File: src/rtl/io_pkg.sv
// io_pkg: constants shared by the board input-conditioning path and the LSU.
//   IO_WORD_W        width of the LSU I/O input words
//   DEF_SYNC_STAGES  default synchroniser depth
//   DEF_DB_CYCLES    default debounce qualification time (10 ms at 50 MHz)
//   IO_SW_ADDR       LSU address of the switch word
//   IO_BTN_ADDR      LSU address of the button word
package io_pkg;

    localparam int unsigned IO_WORD_W       = 32;
    localparam int unsigned DEF_SYNC_STAGES = 2;
    localparam int unsigned DEF_DB_CYCLES   = 500000;

    localparam logic [IO_WORD_W-1:0] IO_SW_ADDR  = 32'h0000_7800;
    localparam logic [IO_WORD_W-1:0] IO_BTN_ADDR = 32'h0000_7810;

endpackage

File: src/rtl/debounce_bit.sv
// debounce_bit: one conditioned input channel.
//   Synchronises an asynchronous level, then only accepts a new level once the
//   synchronised value has differed from the held level for DB_CYCLES
//   consecutive edges. Any return to the held level restarts the count.
// Ports:
//   i_clk    system clock
//   i_rst    asynchronous active-high reset
//   i_raw    raw asynchronous level (already polarity-corrected)
//   o_level  debounced level
//   o_rise   one-cycle pulse on the edge o_level goes 0->1
//   o_fall   one-cycle pulse on the edge o_level goes 1->0
module debounce_bit #(
    parameter int unsigned SYNC_STAGES = 2,
    parameter int unsigned DB_CYCLES   = 4
) (
    input  logic i_clk,
    input  logic i_rst,
    input  logic i_raw,
    output logic o_level,
    output logic o_rise,
    output logic o_fall
);

    localparam int unsigned CNT_W = (DB_CYCLES > 1) ? $clog2(DB_CYCLES + 1) : 1;
    localparam logic [CNT_W-1:0] CNT_LAST = CNT_W'(DB_CYCLES - 1);

    logic [SYNC_STAGES-1:0] sync_q;
    logic [CNT_W-1:0]       cnt_q;
    logic                   level_q;
    logic                   s;
    logic                   accept;

    assign s      = sync_q[SYNC_STAGES-1];
    // Final qualifying edge: level flips and the pulse registers on this same edge.
    assign accept = (s != level_q) && (cnt_q == CNT_LAST);

    always_ff @(posedge i_clk or posedge i_rst) begin
        if (i_rst) begin
            sync_q <= '0;
        end else begin
            sync_q <= {sync_q[SYNC_STAGES-2:0], i_raw};
        end
    end

    always_ff @(posedge i_clk or posedge i_rst) begin
        if (i_rst) begin
            cnt_q   <= '0;
            level_q <= 1'b0;
            o_rise  <= 1'b0;
            o_fall  <= 1'b0;
        end else begin
            o_rise <= accept & s;
            o_fall <= accept & ~s;
            if (s == level_q) begin
                cnt_q <= '0;
            end else if (accept) begin
                level_q <= s;
                cnt_q   <= '0;
            end else begin
                cnt_q <= cnt_q + 1'b1;
            end
        end
    end

    assign o_level = level_q;

endmodule

File: src/rtl/io_input_cond.sv
// io_input_cond: board switch/button conditioning ahead of the LSU I/O window.
//   Every switch and button bit gets its own synchroniser and debouncer.
//   Buttons are inverted first when BTN_ACTIVE_LOW so that pressed reads 1.
// Ports:
//   i_clk          system clock
//   i_rst          asynchronous active-high reset
//   i_sw_raw       raw switch pins (N_SW)
//   i_btn_raw      raw button pins (N_BTN)
//   o_io_sw        debounced switches, zero-extended to 32 bits
//   o_io_btn       debounced buttons (1 = pressed), zero-extended to 32 bits
//   o_btn_press    per-button one-cycle pulse on debounced press
//   o_btn_release  per-button one-cycle pulse on debounced release
//   o_sw_change    one-cycle pulse when any debounced switch bit changes
module io_input_cond
    import io_pkg::*;
#(
    parameter int unsigned N_SW           = 18,
    parameter int unsigned N_BTN          = 4,
    parameter int unsigned SYNC_STAGES    = DEF_SYNC_STAGES,
    parameter int unsigned DB_CYCLES      = DEF_DB_CYCLES,
    parameter int unsigned BTN_ACTIVE_LOW = 1
) (
    input  logic                 i_clk,
    input  logic                 i_rst,
    input  logic [N_SW-1:0]      i_sw_raw,
    input  logic [N_BTN-1:0]     i_btn_raw,
    output logic [IO_WORD_W-1:0] o_io_sw,
    output logic [IO_WORD_W-1:0] o_io_btn,
    output logic [N_BTN-1:0]     o_btn_press,
    output logic [N_BTN-1:0]     o_btn_release,
    output logic                 o_sw_change
);

    logic [N_BTN-1:0] btn_pressed_raw;
    logic [N_SW-1:0]  sw_level;
    logic [N_SW-1:0]  sw_rise;
    logic [N_SW-1:0]  sw_fall;
    logic [N_BTN-1:0] btn_level;

    assign btn_pressed_raw = (BTN_ACTIVE_LOW != 0) ? ~i_btn_raw : i_btn_raw;

    for (genvar i = 0; i < N_SW; i++) begin : g_sw
        debounce_bit #(
            .SYNC_STAGES (SYNC_STAGES),
            .DB_CYCLES   (DB_CYCLES)
        ) u_db (
            .i_clk   (i_clk),
            .i_rst   (i_rst),
            .i_raw   (i_sw_raw[i]),
            .o_level (sw_level[i]),
            .o_rise  (sw_rise[i]),
            .o_fall  (sw_fall[i])
        );
    end

    for (genvar i = 0; i < N_BTN; i++) begin : g_btn
        debounce_bit #(
            .SYNC_STAGES (SYNC_STAGES),
            .DB_CYCLES   (DB_CYCLES)
        ) u_db (
            .i_clk   (i_clk),
            .i_rst   (i_rst),
            .i_raw   (btn_pressed_raw[i]),
            .o_level (btn_level[i]),
            .o_rise  (o_btn_press[i]),
            .o_fall  (o_btn_release[i])
        );
    end

    // Rise/fall are already registered per bit, so their OR is the registered
    // "any switch changed" flag and lines up with the o_io_sw update.
    assign o_sw_change = |(sw_rise | sw_fall);

    assign o_io_sw  = IO_WORD_W'(sw_level);
    assign o_io_btn = IO_WORD_W'(btn_level);

endmodule

File: config.mk
export PLATFORM = sky130hd
export DESIGN_NAME = io_input_cond
export DESIGN_NICKNAME = d
export VERILOG_FILES = /design/src/rtl/io_pkg.sv /design/src/rtl/debounce_bit.sv /design/src/rtl/io_input_cond.sv
export SDC_FILE = /design/constraint.sdc
export NUM_CORES = 1
export LEC_CHECK = 0
export CAP_MARGIN = 20
export CORE_ASPECT_RATIO = 0.5
export CORE_MARGIN = 5
export CORE_UTILIZATION = 42
export DETAILED_ROUTE_END_ITERATION = 6
export GPL_TIMING_DRIVEN = 1
export HOLD_SLACK_MARGIN = 0.12
export MAX_ROUTING_LAYER = met4
export PLACE_DENSITY = 0.57
export SYNTH_ARGS = -nofsm -noshare
export SYNTH_HDL_FRONTEND = slang
export SYNTH_SLANG_ARGS = --single-unit
File: constraint.sdc
create_clock -name i_clk -period 35.1 [get_ports i_clk]
set_input_delay 10.53 -clock i_clk [delete_from_list [all_inputs] [get_ports i_clk]]
set_output_delay 10.53 -clock i_clk [all_outputs]
set_load 0.02 [all_outputs]
---- Yosys cells after proc, flatten, opt, wreduce, memory -nomap -nowiden ----
Cells that the tools add are included.
word-level totals
  bits in registers ....................... 528
  latch bits .............................. 0
  RAM bits ................................ 0
  ROM bits ................................ 0
  logic and storage cells ................. 377
  memories kept ........................... 0
cells by class
  add/subtract/negate cells ............... 22
  $mul .................................... 0
  div/mod/pow operators ................... 0
  magnitude comparators ................... 0
  equal/unequal tests ..................... 66
  shift operators ......................... 0
  multiplexer cells ....................... 44
  bitwise operators ....................... 90
  reduce and logical (&&, ||, !) cells .... 45
operators with widths
  kind                   number
  $mux 19                44
  $add 19x1->19 const B  22
  $eq 19x19->1 const B   22
  $and 1x1->1            44
  $not 1->1              44
  $reduce_and 2->1       22
  $eq 1x1->1             22
  $logic_and 1x1->1      22
  $ne 1x1->1             22
  $or 18x18->18          1
  $reduce_or 18->1       1
  $not 4->4              1

---- Depth between registers and ports, before layout ----
  depth after elaboration ................. 4
  mapped depth ............................ 7
  gate-level depth less buffers ........... 5

---- Modules after synthesis ----
Synthesis repeated with hierarchy kept, for this count alone.
second synthesis, totals
  cell total of the unflattened synthesis .. 2,678
  area, all modules ....................... 27,696.6 um^2
modules (own cells, without submodules)
  module         instances  cells each  area each (um^2)  seq. area each (um^2)
  debounce_bit   22         119         1,239.9           600.6
  io_input_cond  1          60          417.9             0.0

---- Worst setup path after synthesis ----
No wires, ideal clock.
  kind .................................... register to output
  start point ............................. register g_sw[1].u_db.o_fall
  end point ............................... output o_sw_change
  arrival time ............................ 1.020 ns
  data required time ...................... 24.570 ns
  setup slack ............................. 23.550 ns
  stages on the path, launching flop included .. 5
  buffers on the path ..................... 0
  cells stage by stage .................... dfrtp_1 > nor4_1 > nand4_1 > nor2_1 > nand4_1
on the way
  longest elaborated chain between the ends .. 2
RTL lines
  what                    line                 text
  start, declared         debounce_bit.sv:21   output logic o_fall
  start signal, assigned  debounce_bit.sv:53   o_fall <= accept & ~s;
  $or 18x18->18           io_input_cond.sv:72  assign o_sw_change = |(sw_rise | sw_fall);
  $reduce_or 18->1        io_input_cond.sv:72
  end, declared           io_input_cond.sv:31  output logic o_sw_change
No other way between the ends.

---- Final worst setup path ----
  start point ............................. register g_sw[15].u_db.o_rise
  end point ............................... output o_sw_change
on the way
  longest elaborated chain between the ends .. 2
RTL lines
  what                    line                 text
  start, declared         debounce_bit.sv:20   output logic o_rise,
  start signal, assigned  debounce_bit.sv:52   o_rise <= accept & s;
  $or 18x18->18           io_input_cond.sv:72
  $reduce_or 18->1        io_input_cond.sv:72
No other way between the ends.

==> results.toml <==
[worst_setup_path]
critical_path.most_common_cell = "nand4_1"
crit_family = "simple AND/OR/NAND/NOR gates"
path_cells = "nor4_1, nand4_1, nor2_1, nand4_1, clkdlybuf4s50_1"
cpMaxStageDelayCell = "clkdlybuf4s50_1"
worstPathRequired_ns = 24.57
crit_arrival_ns = 2.81
cp_max_fo = 1
crit_path_start_kind = "register"
max_stage_delay_ns = 0.57
end_kind = "primary output"
crit_type = "reg -> out"
critPathBufInv = 1

[die]
rows = 63
die_h_um = 182.4
dieArea_um2 = 64720
fp.dieW_um = 354.8
core_um2 = 59040
io_pins = 97
start_util = 0.4229

[pwr]
ir_drop_v = 0.00002926
power.leakage_uw = 0.01118
power_density_nw_per_um2 = 44.48
finalPower_uw = 1234

[clock_network]
clk_latency_ns = 0.57
hold_buffers = 0
cts.sinks = 528
cts_buffer_depth = 3
ctsResizeCount = 0
cts_setup_buffers = 0
cts_tree = "built"
clk_pin_slew_worst_paths_ns = 0.06
htreeDepth = 2
cts-root-buf = "clkbuf_16"
cts_buffers = 49

[cells_and_area]
area_growth_pct = 11.12
multi_input_area_um2 = 10910
drive_gt1_frac = 0.05649
seq_area_um2 = 13210
finalNetCount = 2560
design_area_um2 = 27750
fin_util = 0.4699
fillers = 5556

[sta]
fmax_mhz = 74.98
setup_tns_ns = 0
maxSlewViolCount = 0
timing.final.crit_share = 0.3800
min_period_ns = 13.34
worst_slew_pin_slew_ns = 1.094
hold_viol = 0
setup_violations = 0
rsz0062_at_grt = "false"
slew_headroom = 0.2709
fin_skew_ns = 0.01386

[detailed_routing]
viasPerCell = 5.286
drtAntennaViolNets = 0
post-route-drc-count = 0
wl_um = 49370
drtIter0Drc = 916
wl_per_cell_um = 14.82
vias = 17610
dr.pass1.iters = 5

[yosys]
synth_area_per_cell_um2 = 10.10
synth_top_flop_cell = "dfrtp_1"
syn_area_um2 = 24970
synth_edf_count = 0
yosysWarnings = 0
synth_cell_type_count = 56
synth_seq_cells = 528
ys_async_sr_fraction = 1.000
syn-instance-count = 2472
seq_area_frac_synth = 0.5292

[grt]
grt_max_degree = 187
grt_usage = 0.1580
grt_pass1_wl_um = 85550
grt_overflow = 0
grt_pass1_vias = 17110
antenna_found_initial = 2

[place]
hpwl_um = 32880
routabilityCongestion = 0.8018
place_area_um2 = 26020
io_buffers = 54

[worst_hold_path]
min-delay-path-class = "reg -> reg"

[job]
drv_cap = 0

[run_status]
outcome = "finished, final reports clean"
## layer usage
| metal | track usage | share of wire | up-vias |
|---|---|---|---|
| met1 | 0.2223 | 0.50 | 8653 |
| met2 | 0.2480 | 0.45 | 151 |
| met3 | 0.02587 | 0.031 | 62 |
| met5 | - | 0 | - |
| li1 | - | - | 8742 |
| met4 | 0.02548 | 0.014 | 0 |
## final timing paths
kind	slack, ns	from	depth (start not counted)	to
hold / removal	0.35	g_sw[6].u_db.sync_q[0]$_DFF_PP0_	0	g_sw[6].u_db.sync_q[1]$_DFF_PP0_
setup reg to reg	32.42	g_sw[13].u_db.cnt_q[11]$_DFF_PP0_	4	g_sw[13].u_db.o_fall$_DFF_PP0_
max in group asynchronous	22.82	i_rst	4	g_sw[0].u_db.o_level$_DFFE_PP0P_
hold reg to reg	0.35	g_sw[6].u_db.sync_q[0]$_DFF_PP0_	0	g_sw[6].u_db.sync_q[1]$_DFF_PP0_
setup / recovery	21.76	g_sw[15].u_db.o_rise$_DFF_PP0_	5	o_sw_change
min in group asynchronous	10.56	i_rst	2	g_sw[9].u_db.cnt_q[7]$_DFF_PP0_
## Yosys cell counts (all sizes together) (3+ instances only)
| cell type | n | area (um2) |
|---|---|---|
| nor2 | 362 | 1359 |
| or3 | 62 | 387.9 |
| a21oi | 96 | 480.5 |
| or4b | 10 | 100.1 |
| and2 | 15 | 93.84 |
| nor3 | 55 | 275.3 |
| nand2b | 12 | 75.07 |
| a21o | 5 | 37.54 |
| nor4 | 76 | 475.5 |
| or4 | 63 | 476.7 |
| mux2 | 11 | 127.6 |
| xnor2 | 175 | 1533 |
| and4b | 4 | 40.04 |
| nor4bb | 11 | 110.1 |
| nand3b | 3 | 22.52 |
| o41ai | 4 | 35.03 |
| o21ai | 55 | 279.0 |
| o31ai | 43 | 327.8 |
| nand4 | 126 | 788.3 |
| dfrtp | 528 | 13210 |
| a21bo | 3 | 30.03 |
| a31o | 4 | 35.03 |
| o21bai | 13 | 123.9 |
| nor3b | 8 | 60.06 |
| buf | 88 | 618.1 |
| and4 | 38 | 334.1 |
| or2 | 11 | 68.82 |
| ha | 22 | 275.3 |
| nand3 | 140 | 700.7 |
| and3 | 28 | 175.2 |
| nand2 | 139 | 521.8 |
| nor4b | 24 | 210.2 |
| xor2 | 122 | 1069 |
| inv | 70 | 262.8 |
| clkbuf | 32 | 120.1 |
## cells in the final DEF (no fill, tap or decap), drive strengths merged, types with 3 or more instances in the layout
cell,synthesis,layout
dfrtp,528,528
nor2,362,362
xnor2,175,175
nand3,140,140
nand2,139,139
nand4,126,126
xor2,122,122
a21oi,96,96
nor4,76,76
clkbuf,32,72
inv,70,70
or4,63,63
or3,62,62
nor3,55,55
o21ai,55,55
clkdlybuf4s50,0,54
o31ai,43,43
conb,1,42
and4,38,38
and3,28,28
nor4b,24,24
ha,22,22
and2,15,15
buf,88,15
o21bai,13,13
nand2b,12,12
or2,11,11
nor4bb,11,11
mux2,11,11
or4b,10,10
nor3b,8,8
bufinv,0,7
clkinv,0,7
a21o,5,5
a31o,4,4
o41ai,4,4
and4b,4,4
nand3b,3,3
a21bo,3,3
## stage by stage
stage	setup WS, ns	hold WS (ns)	cells
2_1_floorplan	9.817	0.3312	2513
3_3_place_gp	21.42	0.3331	3240
3_5_place_dp	21.38	0.3347	3240
4_1_cts	21.65	0.3472	3326
5_1_grt	21.65	0.3515	3329
6_report	21.76	0.3475	3331
## layout make-up
cell class | instances | share of cell area
multi-input combinational | 1795 | 0.3932
antenna | 2 | 0.0001804
timing repair buffer | 70 | 0.02489
inverter | 70 | 0.009741
clock inverter | 15 | 0.009109
sequential | 528 | 0.4762
clock buffer | 71 | 0.05150
tap | 780 | 0.03517
## registers in the layout (all words and copies together) (netlist names)
register            count
g_btn.u_db.sync_q       8
g_btn.u_db.cnt_q       76
g_sw.u_db.sync_q       36
g_sw.u_db.o_rise       18
g_btn.u_db.o_level      4
g_sw.u_db.cnt_q       342
g_btn.u_db.o_rise       4
g_sw.u_db.o_level      18
g_btn.u_db.o_fall       4
g_sw.u_db.o_fall       18
## kinds of logic (layout without fill, tap and decap cells)
logic type / after synthesis / after routing / synth area share
simple gates: 1196 / 1196 / 0.2549
flops: 528 / 528 / 0.5292
xor+xnor: 297 / 297 / 0.1042
compound gates: 226 / 226 / 0.05502
buf+inv: 190 / 226 / 0.04009
fa+ha+maj: 22 / 22 / 0.01102
mux: 12 / 12 / 0.005512
other cells: 1 / 44 / 0.0001502
## power by group
part | switching [uW] | leakage [uW] | internal [uW]
combinational | 31.2 | 0.00313 | 11.7
clock | 233 | 0.000828 | 333
sequential | 8.65 | 0.00722 | 617
total | 272 | 0.0112 | 962
Power figures use the tool's default switching activity.
